### src/rtl/l2_line_adapter.sv
// L2 line adapter: turns whole-line L2 reads/writes into fixed-length beat bursts
// on the memory bus and reassembles returning beats into a full line.
module l2_line_adapter #(
  parameter int LINE_WIDTH  = 256,
  parameter int BURST_WIDTH = 64,
  parameter int ADDR_WIDTH  = 32
) (
  input  logic                   clk,
  input  logic                   rst,
  input  logic                   line_read_i,
  input  logic                   line_write_i,
  input  logic [ADDR_WIDTH-1:0]  line_addr_i,
  input  logic [LINE_WIDTH-1:0]  line_data_i,
  output logic [LINE_WIDTH-1:0]  line_data_o,
  output logic                   line_resp_o,
  output logic                   mem_read_o,
  output logic                   mem_write_o,
  output logic [ADDR_WIDTH-1:0]  mem_addr_o,
  output logic [BURST_WIDTH-1:0] mem_data_o,
  input  logic [BURST_WIDTH-1:0] mem_data_i,
  input  logic                   mem_resp_i
);

  localparam int BEATS  = LINE_WIDTH / BURST_WIDTH;
  localparam int OFFSET = $clog2(LINE_WIDTH / 8);
  localparam int CW     = (BEATS > 1) ? $clog2(BEATS) : 1;
  localparam logic [CW-1:0] LAST_BEAT = CW'(BEATS - 1);

  typedef enum logic [1:0] {
    IDLE     = 2'd0,
    RD_BURST = 2'd1,
    WR_BURST = 2'd2,
    DONE     = 2'd3
  } state_t;

  state_t                  state_r;
  state_t                  next_s;
  logic [CW-1:0]           beat_r;
  logic                    last_ack_s;
  logic                    mem_read_r;
  logic                    mem_write_r;
  logic                    line_resp_r;
  logic [ADDR_WIDTH-1:0]   mem_addr_r;
  logic [LINE_WIDTH-1:0]   line_data_r;
  logic [LINE_WIDTH-1:0]   wbuf_r;

  assign last_ack_s  = mem_resp_i && (beat_r == LAST_BEAT);

  assign line_data_o = line_data_r;
  assign line_resp_o = line_resp_r;
  assign mem_read_o  = mem_read_r;
  assign mem_write_o = mem_write_r;
  assign mem_addr_o  = mem_addr_r;
  // The write buffer shifts down one beat per ack, so its low slice is always the current beat.
  assign mem_data_o  = wbuf_r[BURST_WIDTH-1:0];

  // Next-state decode; read has priority over write when both are requested.
  always_comb begin
    next_s = state_r;
    case (state_r)
      IDLE: begin
        if (line_read_i) begin
          next_s = RD_BURST;
        end else if (line_write_i) begin
          next_s = WR_BURST;
        end else begin
          next_s = IDLE;
        end
      end
      RD_BURST, WR_BURST: begin
        if (last_ack_s) begin
          next_s = DONE;
        end else begin
          next_s = state_r;
        end
      end
      DONE:    next_s = IDLE;
      default: next_s = IDLE;
    endcase
  end

  // State register and registered handshake outputs, decoded from the next state.
  always_ff @(posedge clk) begin
    if (rst) begin
      state_r     <= IDLE;
      mem_read_r  <= 1'b0;
      mem_write_r <= 1'b0;
      line_resp_r <= 1'b0;
    end else begin
      state_r     <= next_s;
      mem_read_r  <= (next_s == RD_BURST);
      mem_write_r <= (next_s == WR_BURST);
      line_resp_r <= (next_s == DONE);
    end
  end

  // Beat counter: holds at the last beat after its ack, cleared only in DONE or reset.
  always_ff @(posedge clk) begin
    if (rst) begin
      beat_r <= '0;
    end else begin
      case (state_r)
        RD_BURST, WR_BURST: begin
          if (mem_resp_i && (beat_r != LAST_BEAT)) begin
            beat_r <= beat_r + CW'(1);
          end else begin
            beat_r <= beat_r;
          end
        end
        DONE:    beat_r <= '0;
        default: beat_r <= beat_r;
      endcase
    end
  end

  // Address latch and write buffer, loaded only when a request is accepted in IDLE.
  always_ff @(posedge clk) begin
    if (rst) begin
      mem_addr_r <= '0;
      wbuf_r     <= '0;
    end else if ((state_r == IDLE) && (line_read_i || line_write_i)) begin
      mem_addr_r <= {line_addr_i[ADDR_WIDTH-1:OFFSET], {OFFSET{1'b0}}};
      if (!line_read_i) begin
        wbuf_r <= line_data_i;
      end else begin
        wbuf_r <= wbuf_r;
      end
    end else if ((state_r == WR_BURST) && mem_resp_i) begin
      wbuf_r <= {{BURST_WIDTH{1'b0}}, wbuf_r[LINE_WIDTH-1:BURST_WIDTH]};
    end else begin
      wbuf_r <= wbuf_r;
    end
  end

  // Fill assembly: each accepted read beat lands in the slice selected by the beat counter.
  always_ff @(posedge clk) begin
    if (rst) begin
      line_data_r <= '0;
    end else if ((state_r == RD_BURST) && mem_resp_i) begin
      for (int i = 0; i < BEATS; i++) begin
        if (beat_r == i[CW-1:0]) begin
          line_data_r[i*BURST_WIDTH +: BURST_WIDTH] <= mem_data_i;
        end
      end
    end else begin
      line_data_r <= line_data_r;
    end
  end

endmodule

### config.mk
export PLATFORM = sky130hd
export DESIGN_NAME = l2_line_adapter
export DESIGN_NICKNAME = d
export VERILOG_FILES = /design/src/rtl/l2_line_adapter.sv
export SDC_FILE = /design/constraint.sdc
export NUM_CORES = 1
export LEC_CHECK = 0
export ABC_AREA = 1
export BUFFER_PORTS_ARGS = -buffer_cell sky130_fd_sc_hd__buf_2
export CAP_MARGIN = 20
export CORE_AREA = 2 2 275 277
export CTS_CLUSTER_SIZE = 14
export DETAILED_ROUTE_END_ITERATION = 7
export DIE_AREA = 0 0 277 279
export PLACE_DENSITY = 0.56
export SETUP_SLACK_MARGIN = 0.4
export SYNTH_ARGS = -nofsm -noshare
export SYNTH_HDL_FRONTEND = slang
export SYNTH_SLANG_ARGS = --single-unit
### constraint.sdc
create_clock -name clk -period 1.77 [get_ports clk]
set_input_delay 0.0885 -clock clk [delete_from_list [all_inputs] [get_ports clk]]
set_output_delay 0.0885 -clock clk [all_outputs]
set_load 0.02 [all_outputs]
==> results of run 1 <==
==> metal layers <==
layer | routed length [microns] | GRT usage [%]
met1 | 36380 | 24.88
met2 | 40650 | 34.49
met3 | 6538 | 6.200
met4 | 3053 | 7.121
met5 | 57 | 0
==> per-stage QoR <==
step	hold slack (ns)	instance area, sq um
floorplan	0.2324	23900
global placement	0.3385	28450
detailed placement	0.3434	28450
CTS	0.004523	34010
global route	0.03616	34850
finish	0.05025	34860
==> sequential cells by signal (all words and copies together), names as in the netlist <==
signal / count
beat_r: 2
line_data_o: 256
line_resp_o: 1
mem_addr_o: 27
mem_read_o: 1
mem_write_o: 1
state_r: 2
wbuf_r: 256
==> power groups by stage <==
| stage | Clock, mW | Combinational [mW] | Sequential (mW) |
|---|---|---|---|
| 4_1_cts | 12.9 | 5.47 | 13.2 |
| 5_1_grt | 13.4 | 6.45 | 13.3 |
| 6_report | 12.6 | 5.80 | 13.2 |
| 3_5_place_dp | 0 | 4.75 | 13.5 |
| 3_3_place_gp | 0 | 4.74 | 13.5 |
| 2_1_floorplan | 0 | 3.00 | 13.6 |
==> cells by family (layout without fill, tap and decap cells) <==
logic type,count (synthesis),in the layout,share of synthesized area [%]
AND/OR/NAND/NOR,1176,1178,18.71
AO/OA/AOI/OAI,797,797,16.72
buffers and inverters,1007,2015,18.31
other,1,12,0.01572
flip-flops,546,546,45.82
adder cells (fa/ha/maj),8,8,0.4196
==> placed cells by master (no fill, tap or decap), types with 2 or more instances in the layout <==
master and n:
clkinv_2 6, o21ai_0 252, nand2_8 3, nand3_1 29, conb_1 5, inv_2 2
dlygate4sd3_1 351, buf_6 8, clkbuf_1 14, dfxtp_1 544, buf_2 700, buf_12 50
inv_1 711, nand3_4 4, nand2_4 2, diode_2 7, buf_4 59, buf_8 3
a21oi_2 14, nand3_2 2, ha_1 5, nor2_1 197, nand2_1 931, ha_2 2
o21ai_1 3, clkinv_4 2, nand2_2 6, bufinv_16 3, buf_16 8, inv_16 2
dfxtp_2 2, a21oi_1 527, clkbuf_16 75, clkbuf_8 17
==> layout make-up <==
type	instances	share of cell area, %
clock buffer	90	5.058
antenna	7	0.05025
timing repair buffer	1196	26.53
tap	969	3.478
inverter	715	7.728
clock inverter	14	0.5348
multi-input combinational	1988	25.25
sequential	546	31.37
==> worst min path at each step <==
stage                       end  slack, ns  depth (start not counted)
4_1_cts             mem_write_o      0.005                          6
6_report       line_data_o[174]       0.05                          4
5_1_grt        line_data_o[179]       0.04                          4
3_5_place_dp     mem_addr_o[13]       0.34                          3
3_3_place_gp      mem_addr_o[9]       0.34                          3
2_1_floorplan    mem_addr_o[10]       0.23                          2
==> what timing repair did <==
action,4_1_cts,5_1_grt
resized for setup,8,56
hold endpoints to repair,541,0
setup buffers,2,14
hold buffers,351,0
pin swaps,1,7
cloned,2,19
setup endpoints to repair,544,545
==> tightest hold or removal path, delay by kind of cell <==
family                 cells  cell delay [ns]
buffers and inverters      2             0.33
AND/OR/NAND/NOR            1             0.12
AO/OA/AOI/OAI              1             0.07
==> metrics.yaml, run 1 <==
worst_setup_path:
  worst-path-buf-inv: 4
  crit_fanout: 8
  arrival_ns: 2.24
  critPathLaunchType: "flop"
  cp_top_family: "buffers and inverters"
  crit_chain: "inv_2 > ha_4 > nand2_8 > buf_16 > nor2_4 > buf_12 > buf_6 > nand2_1 > a21oi_1"
  critical_path.slowest_cell: "dfxtp_2"
  slowest_delay_ns: 0.33
  crit_type: "reg -> reg"
  cp-endpoint: "wbuf_r[218]"
  cp.depth: 9
  setup.worst_path.end_class: "flop"
  rr_startpoint: "state_r[0]"
  r2r_slack_ns: 0.08
  worstReg2RegEnd: "wbuf_r[218]"
  required_ns: 2.32
  r2r.worst_path.cells: 9
  critPathLaunch: "state_r[0]"
timing:
  fin_skew_ns: 0.01129
  finalSetupTns_ns: 0
  fin_crit_ns: 1.686
  hold_viol: 0
  period_share_pct: 95.24
  tightest_slew_ns: 0.5202
  slew_viol_final: 0
  max_freq_mhz: 593.2
  grt_setup_unrepaired: "true"
  setup_ws_ns: 0.08418
  finalSetupViolations: 0
  max_slew_margin_pct: 65.32
yosys:
  yosys_warnings: 0
  synth_edf_count: 0
  synth_common_cells: "941 x nand2_1, 714 x inv_1, 546 x dfxtp_1"
  synth_ff_type: "dfxtp_1"
  netlist_area_sq_mm: 0.02385
  synth_cell_type_count: 18
  syn_inst: 3535
  synth_seq_cells: 546
  yosysTopAreaCellShare_pct: 45.82
  syn_area_per_cell_sq_um: 6.748
  synth_top_cell_by_area: "dfxtp_1"
  yosys-top-cells-area: "dfxtp_1 46%, nand2_1 15%, a21oi_1 11%"
  yosysSeqAreaShare_pct: 45.82
  synthArstFlopShare_pct: 0
  yosysMostFrequentCell: "nand2_1"
final_layout:
  synthToLayoutAreaGrowth_pct: 46.13
  fin_cells: 5525
  fin_nets: 4871
  layout-drive-gt1-share_pct: 21.52
  final_core_util_pct: 47.06
  n_fill_cell: 7396
  multi_input_area_sq_mm: 0.008802
  register_area_sq_mm: 0.01093
route:
  wl_per_cell_microns: 15.69
  firstDrtPassIters: 5
  drcViolationCount: 0
  drt_iter0_markers: 1247
  wl_microns: 86680
  via_per_inst: 4.361
  postRouteAntennaNets: 0
  num_vias: 24090
die:
  row_count: 100
  dieArea_sq_mm: 0.07728
  die-height_microns: 279
  io_pins: 712
  core_area_sq_mm: 0.07407
  die_w_microns: 277
  start_util_pct: 32.20
global_route:
  overflow: 0
  grt_antenna_before_repair: 14
  grt_max_degree: 93
  track_usage_pct: 20.52
  grt_first_pass_wirelength_microns: 127200
  grt_pass1_vias: 22870
power:
  power.total_mw: 31.59
  power_density_mw_per_mm2: 906.2
  share_seq_of_total_power_pct: 41.8
  leakage_nw: 17.47
  swShare_pct: 27.94
  peakVddDrop_mv: 0.7042
  p_comb_share_pct: 18.4
  clockPowerShare_pct: 39.8
  switchingPower_mw: 8.824
  internal-power_mw: 22.76
placed_design:
  dpl_worst_slack_ns: -0.01168
  gp_congestion: 0.8496
  place_inst: 5026
  io_buffers: 701
  dpl.hpwl_microns: 57100
clocking:
  clock_latency_ns: 0.63
  cts_max_level: 2
  cts_tree: "done"
  cts_buffers: 59
  clk_pin_slew_ns: 0.06
  cts-root-buf: "clkbuf_16"
  cts_buffer_depth: 3
  cts.sinks: 546
min_path:
  hold_class: "in -> reg"
  hold_path_startpoint: "mem_resp_i"
run_status:
  status: "finished, final reports clean"
flow_run:
  maxCapViolations: 0
Power figures use the tool's default switching activity.
==> run 2, diff against run 1 <==
--- a/config.mk
+++ b/config.mk
@@ -13,7 +13,6 @@
 export DETAILED_ROUTE_END_ITERATION = 7
 export DIE_AREA = 0 0 277 279
 export PLACE_DENSITY = 0.56
-export SETUP_SLACK_MARGIN = 0.4
 export SYNTH_ARGS = -nofsm -noshare
 export SYNTH_HDL_FRONTEND = slang
 export SYNTH_SLANG_ARGS = --single-unit
==> metrics.yaml, run 2 (synthesis results as in run 1) <==
power:
  leakage_nw: 17.16  # -1.8%
  share_seq_of_total_power_pct: 42.3  # +0.5 points
  power.total_mw: 31.26  # -1.0%
  power_density_mw_per_mm2: 914.7  # +0.94%
  switchingPower_mw: 8.815  # -0.10%
  peakVddDrop_mv: 0.8214  # +17%
  clockPowerShare_pct: 39.9  # about the same
  internal-power_mw: 22.44  # -1.4%
  swShare_pct: 28.20  # +0.27 points
  p_comb_share_pct: 17.8  # -0.6 points
global_route:
  track_usage_pct: 20.97  # +0.45 points
  grt_antenna_before_repair: 10  # -4
  grt_pass1_vias: 23200  # +1.5%
  grt_max_degree: 129  # +39%
  overflow: 0  # unchanged
  grt_first_pass_wirelength_microns: 130200  # +2.4%
placed_design:
  place_inst: 5023  # -0.060%
  io_buffers: 701  # unchanged
  dpl.hpwl_microns: 57760  # +1.2%
  gp_congestion: 0.8439  # -0.67%
  dpl_worst_slack_ns: -0.09355  # -0.08187 ns
route:
  wl_met1_microns: 36700  # +0.87%
  firstDrtPassIters: 5  # unchanged
  wl_met3_microns: 5906  # -9.7%
  num_vias: 23980  # -0.46%
  drcViolationCount: 0  # unchanged
  via_per_inst: 4.355  # -0.13%
  drt_iter0_markers: 1142  # -8.4%
  wl_microns: 85020  # -1.9%
  top_layer_used: "met5"
  postRouteAntennaNets: 0  # unchanged
  met2_length_microns: 39470  # -2.9%
  wl_per_cell_microns: 15.44  # -1.6%
clocking:
  cts_buffers: 61  # +3.4%
  clock_latency_ns: 0.65  # +0.02 ns
  cts_tree: "done"
  cts_buffer_depth: 3  # unchanged
  cts.sinks: 546  # unchanged
  clk_pin_slew_ns: 0.06  # about the same
  cts-root-buf: "clkbuf_16"
  cts_max_level: 2  # unchanged
worst_setup_path:
  critPathLaunchType: "flop"
  required_ns: 2.29  # -0.03 ns
  crit_fanout: 8  # unchanged
  setup.worst_path.end_class: "flop"
  arrival_ns: 2.26  # +0.02 ns
  crit_chain: "inv_2 > ha_4 > nand2_2 > buf_6 > nand2_8 > buf_12 > buf_8 > a21oi_1 > nor2_1"
  slowest_delay_ns: 0.34  # about the same
  critical_path.slowest_cell: "dfxtp_1"
  r2r_slack_ns: 0.03  # -0.05 ns
  crit_type: "reg -> reg"
die:
  core_area_sq_mm: 0.07407  # unchanged
  row_count: 100  # unchanged
  start_util_pct: 32.20  # unchanged
  dieArea_sq_mm: 0.07728  # unchanged
  die-height_microns: 279  # unchanged
  io_pins: 712  # unchanged
  die_w_microns: 277  # unchanged
final_layout:
  final_common_cell: "nand2_1"
  register_area_sq_mm: 0.01093  # about the same
  layout-drive-gt1-share_pct: 20.73  # -0.79 points
  synthToLayoutAreaGrowth_pct: 43.25
  fin_nets: 4852  # -0.39%
  layout_common_cells: "936 x nand2_1, 712 x inv_1, 700 x buf_2, 545 x dfxtp_1, 535 x a21oi_1"
  multi_input_area_sq_mm: 0.008728  # -0.84%
  fin_cells: 5507  # -0.33%
  n_fill_cell: 7514  # +1.6%
timing:
  tightest_slew_ns: 0.5756  # +0.05545 ns
  grt_setup_unrepaired: "true"
  fin_crit_ns: 1.737  # +0.05136 ns
  slew_viol_final: 0  # unchanged
  fin_skew_ns: 0.05067  # +0.03938 ns
  finalSetupViolations: 0  # unchanged
  period_share_pct: 98.15  # +2.9 points
  max_freq_mhz: 575.6  # -3.0%
  max_slew_margin_pct: 61.63  # -3.7 points
  hold_viol: 0  # unchanged
  setup_ws_ns: 0.03281  # -0.05136 ns
flow_run:
  maxCapViolations: 0  # unchanged
min_path:
  hold_class: "in -> reg"
run_status:
  status: "finished, final reports clean"
[run 2: what timing repair did]
item                                    CTS  global route
endpoints found under the hold margin   541             0
gates cloned                              2             5
pin swaps                                 2             3
endpoints found under the setup margin  180           266
hold buffers                            350             0
resized for setup                         8            24
buffers inserted                          4            10
[run 2: path summary, 6_finish.rpt]
| path | startpoint | end | depth (start not counted) |
|---|---|---|---|
| min reg2reg | line_data_o[156] | line_data_o[156] | 2 |
| max | state_r[1] | wbuf_r[146] | 9 |
| min | line_write_i | mem_addr_o[22] | 5 |
| max reg2reg | state_r[1] | wbuf_r[146] | 9 |
[run 2: cell type report]
type | count | share of cell area, %
Tap cell | 969 | 3.548
Antenna cell | 8 | 0.05858
Sequential cell | 546 | 31.99
Timing Repair Buffer | 1176 | 25.25
Clock inverter | 15 | 0.5822
Inverter | 715 | 7.876
Multi-Input combinational cell | 1987 | 25.54
Clock buffer | 91 | 5.148
[run 2: metal layers]
metal  track usage, %  up-vias
li1                 -    12440
met1            25.75    10660
met2            35.16      703
met3            5.707      170
met4            7.609        4
met5                0        -
[run 2: stage by stage]
| stage | instance area (sq um) | util, % | hold WS [ns] | TNS [ns] |
|---|---|---|---|---|
| 6_report | 34170 | 46.13 | 0.1214 | 0 |
| 5_1_grt | 34170 | 46.13 | 0.1217 | -1.329 |
| 4_1_cts | 33840 | 45.69 | 0.009342 | -0.5120 |
| 3_5_place_dp | 28270 | 38.17 | 0.3451 | -4.092 |
| 3_3_place_gp | 28270 | 38.17 | 0.3412 | -0.9058 |
| 2_1_floorplan | 23870 | - | 0.2324 | 0 |
[run 2: power groups by stage]
stage,combinational [mW],sequential (mW),clock (mW)
5_1_grt,6.23,13.3,13.3
2_1_floorplan,2.99,13.6,0
6_report,5.57,13.2,12.5
3_5_place_dp,4.74,13.5,0
3_3_place_gp,4.74,13.5,0
4_1_cts,5.44,13.2,12.8
[run 2: worst max-delay path: cells and delay by family, from the launching register on]
kind / cells / cell delay, ns
buffers and inverters: 4 / 0.56
flip-flops: 1 / 0.34
AND/OR/NAND/NOR: 3 / 0.33
AO/OA/AOI/OAI: 1 / 0.22
adder cells (fa/ha/maj): 1 / 0.18
